$ cat config.mk
export PLATFORM = sky130hd
export DESIGN_NAME = dm_cache_ctrl
export DESIGN_NICKNAME = d
export VERILOG_FILES = /design/src/rtl/memory_sub_system_param.sv /design/src/rtl/dm_tag_data_array.sv /design/src/rtl/valid_mem.sv /design/src/rtl/dm_cache_ctrl.sv
export SDC_FILE = /design/constraint.sdc
export NUM_CORES = 1
export LEC_CHECK = 0
export ABC_AREA = 1
export BUFFER_PORTS_ARGS = -buffer_cell sky130_fd_sc_hd__clkbuf_2
export CAP_MARGIN = 0
export CORE_MARGIN = 2
export CORE_UTILIZATION = 50
export DETAILED_ROUTE_END_ITERATION = 7
export HOLD_SLACK_MARGIN = 0.12
export MAX_ROUTING_LAYER = met4
export PLACE_DENSITY = 0.71
export SYNTH_ARGS = -nofsm -noshare
export SYNTH_HDL_FRONTEND = slang
export SYNTH_SLANG_ARGS = --single-unit
$ cat constraint.sdc
create_clock -name clk -period 3.95 [get_ports clk]
set_clock_uncertainty 0.15 [all_clocks]
set_input_delay 0.79 -clock clk [delete_from_list [all_inputs] [get_ports clk]]
set_output_delay 0.79 -clock clk [all_outputs]
set_load 0.01 [all_outputs]
$ cat src/rtl/memory_sub_system_param.sv
// Shared parameters and types for the memory sub-system.
// Contents:
//   ADDRESS_WIDTH  - CPU/memory byte-address width
//   DATA_WIDTH     - word width, one word per cache line
//   INDEX_LENGTH   - cache index bits (NUM_CACHE_LINES = 2**INDEX_LENGTH)
//   TAG_LENGTH     - tag bits stored per cache line
//   cache_state_t  - cache controller FSM states
package memory_sub_system_param;

   localparam int ADDRESS_WIDTH = 32;
   localparam int DATA_WIDTH    = 32;
   localparam int INDEX_LENGTH  = 4;
   localparam int TAG_LENGTH    = ADDRESS_WIDTH - INDEX_LENGTH - 2;

   typedef enum logic [1:0] {
      IDLE      = 2'd0,
      COMPARE   = 2'd1,
      REFILL    = 2'd2,
      WRITE_MEM = 2'd3
   } cache_state_t;

endpackage

$ cat src/rtl/dm_tag_data_array.sv
// Tag and data storage for the direct-mapped cache.
// Ports:
//   clk      - clock, writes on rising edge
//   index    - line index for reads and writes
//   tag_we   - write tag_in to the tag array at index
//   tag_in   - tag to store
//   data_we  - write data_in to the data array at index
//   data_in  - data word to store
//   tag_out  - combinational tag read at index
//   data_out - combinational data read at index
// Contents are not reset; the valid bits decide whether a line is usable.
module dm_tag_data_array
   import memory_sub_system_param::*;
#(
   parameter int INDEX_LENGTH = memory_sub_system_param::INDEX_LENGTH,
   parameter int TAG_LENGTH   = memory_sub_system_param::TAG_LENGTH,
   parameter int DATA_WIDTH   = memory_sub_system_param::DATA_WIDTH
) (
   input  logic                    clk,
   input  logic [INDEX_LENGTH-1:0] index,
   input  logic                    tag_we,
   input  logic [TAG_LENGTH-1:0]   tag_in,
   input  logic                    data_we,
   input  logic [DATA_WIDTH-1:0]   data_in,
   output logic [TAG_LENGTH-1:0]   tag_out,
   output logic [DATA_WIDTH-1:0]   data_out
);

   localparam int NUM_CACHE_LINES = 2 ** INDEX_LENGTH;

   logic [TAG_LENGTH-1:0] tag_mem  [NUM_CACHE_LINES];
   logic [DATA_WIDTH-1:0] data_mem [NUM_CACHE_LINES];

   always_ff @(posedge clk) begin
      if (tag_we) begin
         tag_mem[index] <= tag_in;
      end
      if (data_we) begin
         data_mem[index] <= data_in;
      end
   end

   assign tag_out  = tag_mem[index];
   assign data_out = data_mem[index];

endmodule

$ cat src/rtl/valid_mem.sv
// Per-line valid bits for the direct-mapped cache.
// Ports:
//   clk       - clock, bits set on rising edge
//   resetn    - asynchronous active-low reset, clears every bit
//   index     - line index addressed for both read and write
//   we        - set the bit at index on the next rising edge
//   valid_out - combinational read of the bit at index
module valid_mem
   import memory_sub_system_param::*;
#(
   parameter int INDEX_LENGTH = memory_sub_system_param::INDEX_LENGTH
) (
   input  logic                    clk,
   input  logic                    resetn,
   input  logic [INDEX_LENGTH-1:0] index,
   input  logic                    we,
   output logic                    valid_out
);

   localparam int NUM_CACHE_LINES = 2 ** INDEX_LENGTH;

   logic [NUM_CACHE_LINES-1:0] valid_bits_reg;

   always_ff @(posedge clk or negedge resetn) begin
      if (!resetn) begin
         valid_bits_reg <= '0;
      end else if (we) begin
         valid_bits_reg[index] <= 1'b1;
      end
   end

   assign valid_out = valid_bits_reg[index];

endmodule

$ cat src/rtl/dm_cache_ctrl.sv
// Direct-mapped, write-through, no-write-allocate cache controller.
// One word per line; one outstanding CPU request at a time.
// Ports:
//   clk, resetn     - clock (rising edge) and asynchronous active-low reset
//   cpu_req/we/addr/wdata - CPU request, held by the CPU until cpu_ready
//   cpu_ready       - high in IDLE, request accepted on that edge
//   cpu_resp_valid  - one-cycle completion pulse
//   cpu_rdata       - load data, holds its value between responses
//   mem_req/we/addr/wdata - main-memory request, held until mem_ready
//   mem_ready       - memory completes the current request this cycle
//   mem_rdata       - memory read data, valid with mem_ready
module dm_cache_ctrl
   import memory_sub_system_param::*;
#(
   parameter int ADDRESS_WIDTH = memory_sub_system_param::ADDRESS_WIDTH,
   parameter int DATA_WIDTH    = memory_sub_system_param::DATA_WIDTH,
   parameter int INDEX_LENGTH  = memory_sub_system_param::INDEX_LENGTH,
   parameter int TAG_LENGTH    = ADDRESS_WIDTH - INDEX_LENGTH - 2
) (
   input  logic                     clk,
   input  logic                     resetn,
   input  logic                     cpu_req,
   input  logic                     cpu_we,
   input  logic [ADDRESS_WIDTH-1:0] cpu_addr,
   input  logic [DATA_WIDTH-1:0]    cpu_wdata,
   output logic                     cpu_ready,
   output logic                     cpu_resp_valid,
   output logic [DATA_WIDTH-1:0]    cpu_rdata,
   output logic                     mem_req,
   output logic                     mem_we,
   output logic [ADDRESS_WIDTH-1:0] mem_addr,
   output logic [DATA_WIDTH-1:0]    mem_wdata,
   input  logic                     mem_ready,
   input  logic [DATA_WIDTH-1:0]    mem_rdata
);

   localparam int WORD_ADDR_WIDTH = ADDRESS_WIDTH - 2;

   cache_state_t                 state_reg;
   logic [WORD_ADDR_WIDTH-1:0]   word_addr_reg;
   logic                         we_reg;
   logic [DATA_WIDTH-1:0]        wdata_reg;

   logic [INDEX_LENGTH-1:0]      req_index;
   logic [TAG_LENGTH-1:0]        req_tag;
   logic [TAG_LENGTH-1:0]        stored_tag;
   logic [DATA_WIDTH-1:0]        stored_data;
   logic                         valid_out;
   logic                         hit;
   logic                         refill_done;
   logic                         array_tag_we;
   logic                         array_data_we;
   logic [DATA_WIDTH-1:0]        array_data_in;

   // Byte-offset bits never reach the cache or memory.
   logic                         unused_byte_offset;
   assign unused_byte_offset = ^cpu_addr[1:0];

   assign req_index = word_addr_reg[INDEX_LENGTH-1:0];
   assign req_tag   = word_addr_reg[WORD_ADDR_WIDTH-1:INDEX_LENGTH];

   assign cpu_ready   = (state_reg == IDLE);
   assign hit         = valid_out && (stored_tag == req_tag);
   assign refill_done = (state_reg == REFILL) && mem_ready;

   // Data array is written by a store hit (in COMPARE) or a completed refill;
   // tag and valid only change on refill, so stores never allocate.
   assign array_tag_we  = refill_done;
   assign array_data_we = refill_done ||
                          ((state_reg == COMPARE) && we_reg && hit);
   assign array_data_in = refill_done ? mem_rdata : wdata_reg;

   valid_mem #(
      .INDEX_LENGTH (INDEX_LENGTH)
   ) u_valid_mem (
      .clk       (clk),
      .resetn    (resetn),
      .index     (req_index),
      .we        (refill_done),
      .valid_out (valid_out)
   );

   dm_tag_data_array #(
      .INDEX_LENGTH (INDEX_LENGTH),
      .TAG_LENGTH   (TAG_LENGTH),
      .DATA_WIDTH   (DATA_WIDTH)
   ) u_tag_data_array (
      .clk      (clk),
      .index    (req_index),
      .tag_we   (array_tag_we),
      .tag_in   (req_tag),
      .data_we  (array_data_we),
      .data_in  (array_data_in),
      .tag_out  (stored_tag),
      .data_out (stored_data)
   );

   always_ff @(posedge clk or negedge resetn) begin
      if (!resetn) begin
         state_reg      <= IDLE;
         word_addr_reg  <= '0;
         we_reg         <= 1'b0;
         wdata_reg      <= '0;
         cpu_resp_valid <= 1'b0;
         cpu_rdata      <= '0;
         mem_req        <= 1'b0;
         mem_we         <= 1'b0;
         mem_addr       <= '0;
         mem_wdata      <= '0;
      end else begin
         cpu_resp_valid <= 1'b0;
         case (state_reg)
            IDLE: begin
               if (cpu_req) begin
                  word_addr_reg <= cpu_addr[ADDRESS_WIDTH-1:2];
                  we_reg        <= cpu_we;
                  wdata_reg     <= cpu_wdata;
                  state_reg     <= COMPARE;
               end
            end
            COMPARE: begin
               if (!we_reg && hit) begin
                  cpu_rdata      <= stored_data;
                  cpu_resp_valid <= 1'b1;
                  state_reg      <= IDLE;
               end else if (!we_reg) begin
                  mem_req   <= 1'b1;
                  mem_we    <= 1'b0;
                  mem_addr  <= {word_addr_reg, 2'b00};
                  state_reg <= REFILL;
               end else begin
                  // Write-through for both store hit and store miss.
                  mem_req   <= 1'b1;
                  mem_we    <= 1'b1;
                  mem_addr  <= {word_addr_reg, 2'b00};
                  mem_wdata <= wdata_reg;
                  state_reg <= WRITE_MEM;
               end
            end
            REFILL: begin
               if (mem_ready) begin
                  cpu_rdata      <= mem_rdata;
                  cpu_resp_valid <= 1'b1;
                  mem_req        <= 1'b0;
                  mem_we         <= 1'b0;
                  state_reg      <= IDLE;
               end
            end
            WRITE_MEM: begin
               if (mem_ready) begin
                  cpu_resp_valid <= 1'b1;
                  mem_req        <= 1'b0;
                  mem_we         <= 1'b0;
                  state_reg      <= IDLE;
               end
            end
            default: state_reg <= IDLE;
         endcase
      end
   end

endmodule

==> impl_metrics.env <==
export IMPL_status="finished, final reports clean"
export IMPL_timing_critical_path_required_ns=4.16
export IMPL_globalRouteOverflowTotal=0
export IMPL_number_of_synthesized_flops_with_an_enable_pin=928
export IMPL_synth_sequential_area_ratio=0.736
export IMPL_final_layout_size_suffix_gt1_frac=0.162
export IMPL_cp_end_kind="flip-flop"
export IMPL_num_io_pins=201
export IMPL_drt_drc=0
export IMPL_power_density_cell_area_mw_per_mm2=781
export IMPL_clk_root_buffer_cell="sky130_fd_sc_hd__clkbuf_16"
export IMPL_total_leakage_power_nw=19.8
export IMPL_synthesis_instances=3534
export IMPL_hpwlAfterDp_microns=63000
export IMPL_max_cap_violations=0
export IMPL_timing_critical_path_fanout_max=17
export IMPL_core_area_sq_mm=0.0869
export IMPL_layout_top_registers="u_tag_data_array.data_mem (512), u_tag_data_array.tag_mem (416)"
export IMPL_synthDominantCellAreaShare=0.635
export IMPL_max_flop_register="u_tag_data_array.data_mem"
export IMPL_row_count=108
export IMPL_layout_worst_path_cycle_share=0.955
export IMPL_detailedRoute_firstPassIterationCount=7
export IMPL_yosysMostFrequentCell="sky130_fd_sc_hd__nand2_1"
export IMPL_drt_antenna_violating_nets=0
export IMPL_synth_top_cells_by_count="1308 x sky130_fd_sc_hd__nand2_1, 928 x sky130_fd_sc_hd__edfxtp_1, 258 x sky130_fd_sc_hd__a22oi_1, 178 x sky130_fd_sc_hd__dfrtp_1, 129 x sky130_fd_sc_hd__nor2_1"
export IMPL_critical_path_cell_chain="buf_4, nor2_4, nand2_1, nand4_1, nand2_1, nand2_1, o21ai_1, nand2_1, nand2_1, nor2_1, nand2_1, nor2_2, nand2_1, o21ai_1, inv_2, buf_12, nor2_4, buf_4"
export IMPL_worst_path_max_delay_cell="sky130_fd_sc_hd__dfrtp_4"
export IMPL_cts_reportedPaths_clkPinSlew_ns=0.06
export IMPL_clock_latency_ns=0.69
export IMPL_synth_cell_types=33
export IMPL_setup_tns_final_ns=0
export IMPL_setup_slack_ns=0.180
export IMPL_rsz0062_at_grt="false"
export IMPL_finalHoldWorstSlack_ns=0.181
export IMPL_area_growth_synth_to_finish_pct=16.5
export IMPL_initial_core_utilization=0.505
export IMPL_fp_dieW_microns=300
export IMPL_die_area_sq_mm=0.0902
export IMPL_worst_path_most_repeated_cell="sky130_fd_sc_hd__nand2_1"
export IMPL_largest_register_ffs=512
export IMPL_synth_cell_area_sq_mm=0.0439
export IMPL_worst_ep_arrival_time_ns=3.98
export IMPL_cts_num_sinks=1106
export IMPL_detail_route_iter0_violations=3200
export IMPL_clk_path_buf_depth=3
export IMPL_place_port_buffers=196
export IMPL_max_clock_freq_mhz=265
export IMPL_cts_post_setup_buffers_inserted=0
export IMPL_p_total_w=0.0399
export IMPL_ys_seq_elements=1106
export IMPL_crit_buf_inv=4
export IMPL_grt_start_max_net_pins=101
export IMPL_place_ws_ns=0.275
export IMPL_count_of_fill_cells_added_during_filler_insertion=6660
export IMPL_cpLargestDelayFamily="simple AND/OR/NAND/NOR gates"
export IMPL_final_max_slew_violation_count=0
export IMPL_max_slew_worst_pin_slew_ns=1.03
export IMPL_grt_pass1_wl_microns=169000
export IMPL_postSynth_asyncResetShare=0.161
export IMPL_cts_tree="done"
export IMPL_grt_pass1_vias=27648
export IMPL_htree_levels=3
export IMPL_routabilityCongestion=0.882
export IMPL_cp_slowest_stage_delay_ns=0.58
export IMPL_dieHeight_microns=300
export IMPL_yosys_area_top_type="sky130_fd_sc_hd__edfxtp_1"
export IMPL_viasPerCell=5.69
export IMPL_timing_slew_headroom=0.314
export IMPL_setup_violations_final=0
export IMPL_setup_worst_path_start_class="flip-flop"
export IMPL_timing_hold_violations_final=0
export IMPL_vias=28682
export IMPL_routed_wire_length_per_instance_microns=22.4
export IMPL_criticalPathCategory="reg -> reg"
export IMPL_final_antenna_diode_count=0
export IMPL_syn_avg_cell_area_sq_um=12.4
export IMPL_worstHoldPathType="in -> reg"
export IMPL_cts_made_buffers=107
export IMPL_yosys_most_used_dff="sky130_fd_sc_hd__edfxtp_1"
export IMPL_finalWorstPathRequiredPeriod_ns=3.77
export IMPL_grt_total_usage=0.257
export IMPL_synth_top_cells_by_area="sky130_fd_sc_hd__edfxtp_1 63%, sky130_fd_sc_hd__nand2_1 11%, sky130_fd_sc_hd__dfrtp_1 10%"
export IMPL_initial_antenna_violation_count=1
export IMPL_layout_nets=3894
export IMPL_peakVddDrop_mv=0.667
export IMPL_wirelength_microns=113000
export IMPL_synth_warning_count=0
==> through the flow <==
step	area (sq um)	cells	utilization
3_5_place_dp	47500	4838	0.547
6_report	51100	5042	0.588
4_1_cts	51100	5042	0.588
5_1_grt	51100	5042	0.588
2_1_floorplan	43900	3535	-
3_3_place_gp	47500	4838	0.547
==> cells by family after synthesis <==
kind of cell / Yosys count / share of synthesized area
and+or+nand+nor: 1598 / 0.143
DFF: 1106 / 0.736
AOI/OAI and AO/OA: 481 / 0.0742
buffers and inverters: 278 / 0.0282
muxes: 68 / 0.0174
xor gates and xnor gates: 2 / 0.000399
other: 1 / 0.0000854
==> layout by cell type (no fill, tap or decap), drive strengths merged <==
cell,netlist,layout
nor4,21,21
dlygate4sd3,0,1
inv,84,89
bufinv,0,10
edfxtp,928,928
nand3,90,90
a21oi,95,95
xnor2,2,2
a32oi,1,1
a21boi,32,32
clkinvlp,0,6
nand2,1309,1309
buf,91,147
conb,1,2
mux2,68,68
a22o,21,21
nand4,15,15
a2111oi,11,11
nor2,148,148
nand3b,1,1
dfrtp,178,178
or2,3,3
a22oi,258,258
nor3,10,10
and2,1,1
o21ai,63,63
clkinv,0,40
clkbuf,103,337
==> repair_timing <==
action	in CTS	in global routing
hold endpoints to repair	63	0
hold buffers	1	0
resized for setup	0	0
==> per-layer routing <==
| layer | vias to the layer above | routed length, microns | global-route usage |
|---|---|---|---|
| li1 | 12983 | - | - |
| met1 | 14028 | 46800 | 0.357 |
| met2 | 1449 | 52700 | 0.398 |
| met3 | 222 | 10400 | 0.0416 |
| met4 | 0 | 2900 | 0.0692 |
| met5 | - | 0 | - |
==> worst reg2reg max path, stage by stage (launching register included) <==
cell and delay, ns:
sky130_fd_sc_hd__dfrtp_4 0.58, sky130_fd_sc_hd__buf_4 0.25, sky130_fd_sc_hd__nor2_4 0.46, sky130_fd_sc_hd__nand2_1 0.15
sky130_fd_sc_hd__nand4_1 0.13, sky130_fd_sc_hd__nand2_1 0.06, sky130_fd_sc_hd__nand2_1 0.10, sky130_fd_sc_hd__o21ai_1 0.06
sky130_fd_sc_hd__nand2_1 0.19, sky130_fd_sc_hd__nand2_1 0.07, sky130_fd_sc_hd__nor2_1 0.10, sky130_fd_sc_hd__nand2_1 0.07
sky130_fd_sc_hd__nor2_2 0.11, sky130_fd_sc_hd__nand2_1 0.13, sky130_fd_sc_hd__o21ai_1 0.17, sky130_fd_sc_hd__inv_2 0.06
sky130_fd_sc_hd__buf_12 0.18, sky130_fd_sc_hd__nor2_4 0.15, sky130_fd_sc_hd__buf_4 0.29
==> path summary, 6_finish.rpt <==
path,startpoint,slack [ns],cells after the start,to
setup / recovery,word_addr_reg[0]$_DFFE_PN0P_,0.18,18,u_tag_data_array.data_mem[3][19]$_DFFE_PP_
hold / removal,cpu_wdata[12],0.18,2,wdata_reg[12]$_DFFE_PN0P_
setup reg to reg,word_addr_reg[0]$_DFFE_PN0P_,0.18,18,u_tag_data_array.data_mem[3][19]$_DFFE_PP_
hold reg to reg,u_valid_mem.valid_bits_reg[1]$_DFFE_PN0P_,0.31,2,u_valid_mem.valid_bits_reg[1]$_DFFE_PN0P_
max in group asynchronous,resetn,2.19,3,wdata_reg[28]$_DFFE_PN0P_
min in group asynchronous,resetn,0.54,2,mem_addr[20]$_DFFE_PN0P_
==> final cells by class <==
| class | count | area (sq um) | share of cell area |
|---|---|---|---|
| repair buffers | 343 | 2800 | 0.0547 |
| well taps | 1155 | 1450 | 0.0283 |
| clock inverters | 61 | 646 | 0.0126 |
| multi-input cells | 2151 | 10600 | 0.207 |
| inverters | 84 | 324 | 0.00634 |
| flip-flops and latches | 1106 | 32300 | 0.632 |
| clock buffers | 142 | 2990 | 0.0584 |
==> power breakdown <==
| part | total [W] | switching, W | internal [W] | leakage, nW |
|---|---|---|---|---|
| Clock | 0.0104 | 0.00441 | 0.00601 | 1.76 |
| Combinational | 0.0129 | 0.00877 | 0.00411 | 7.65 |
| Sequential | 0.0166 | 0.00119 | 0.0154 | 10.4 |
Power figures use the tool's default switching activity.
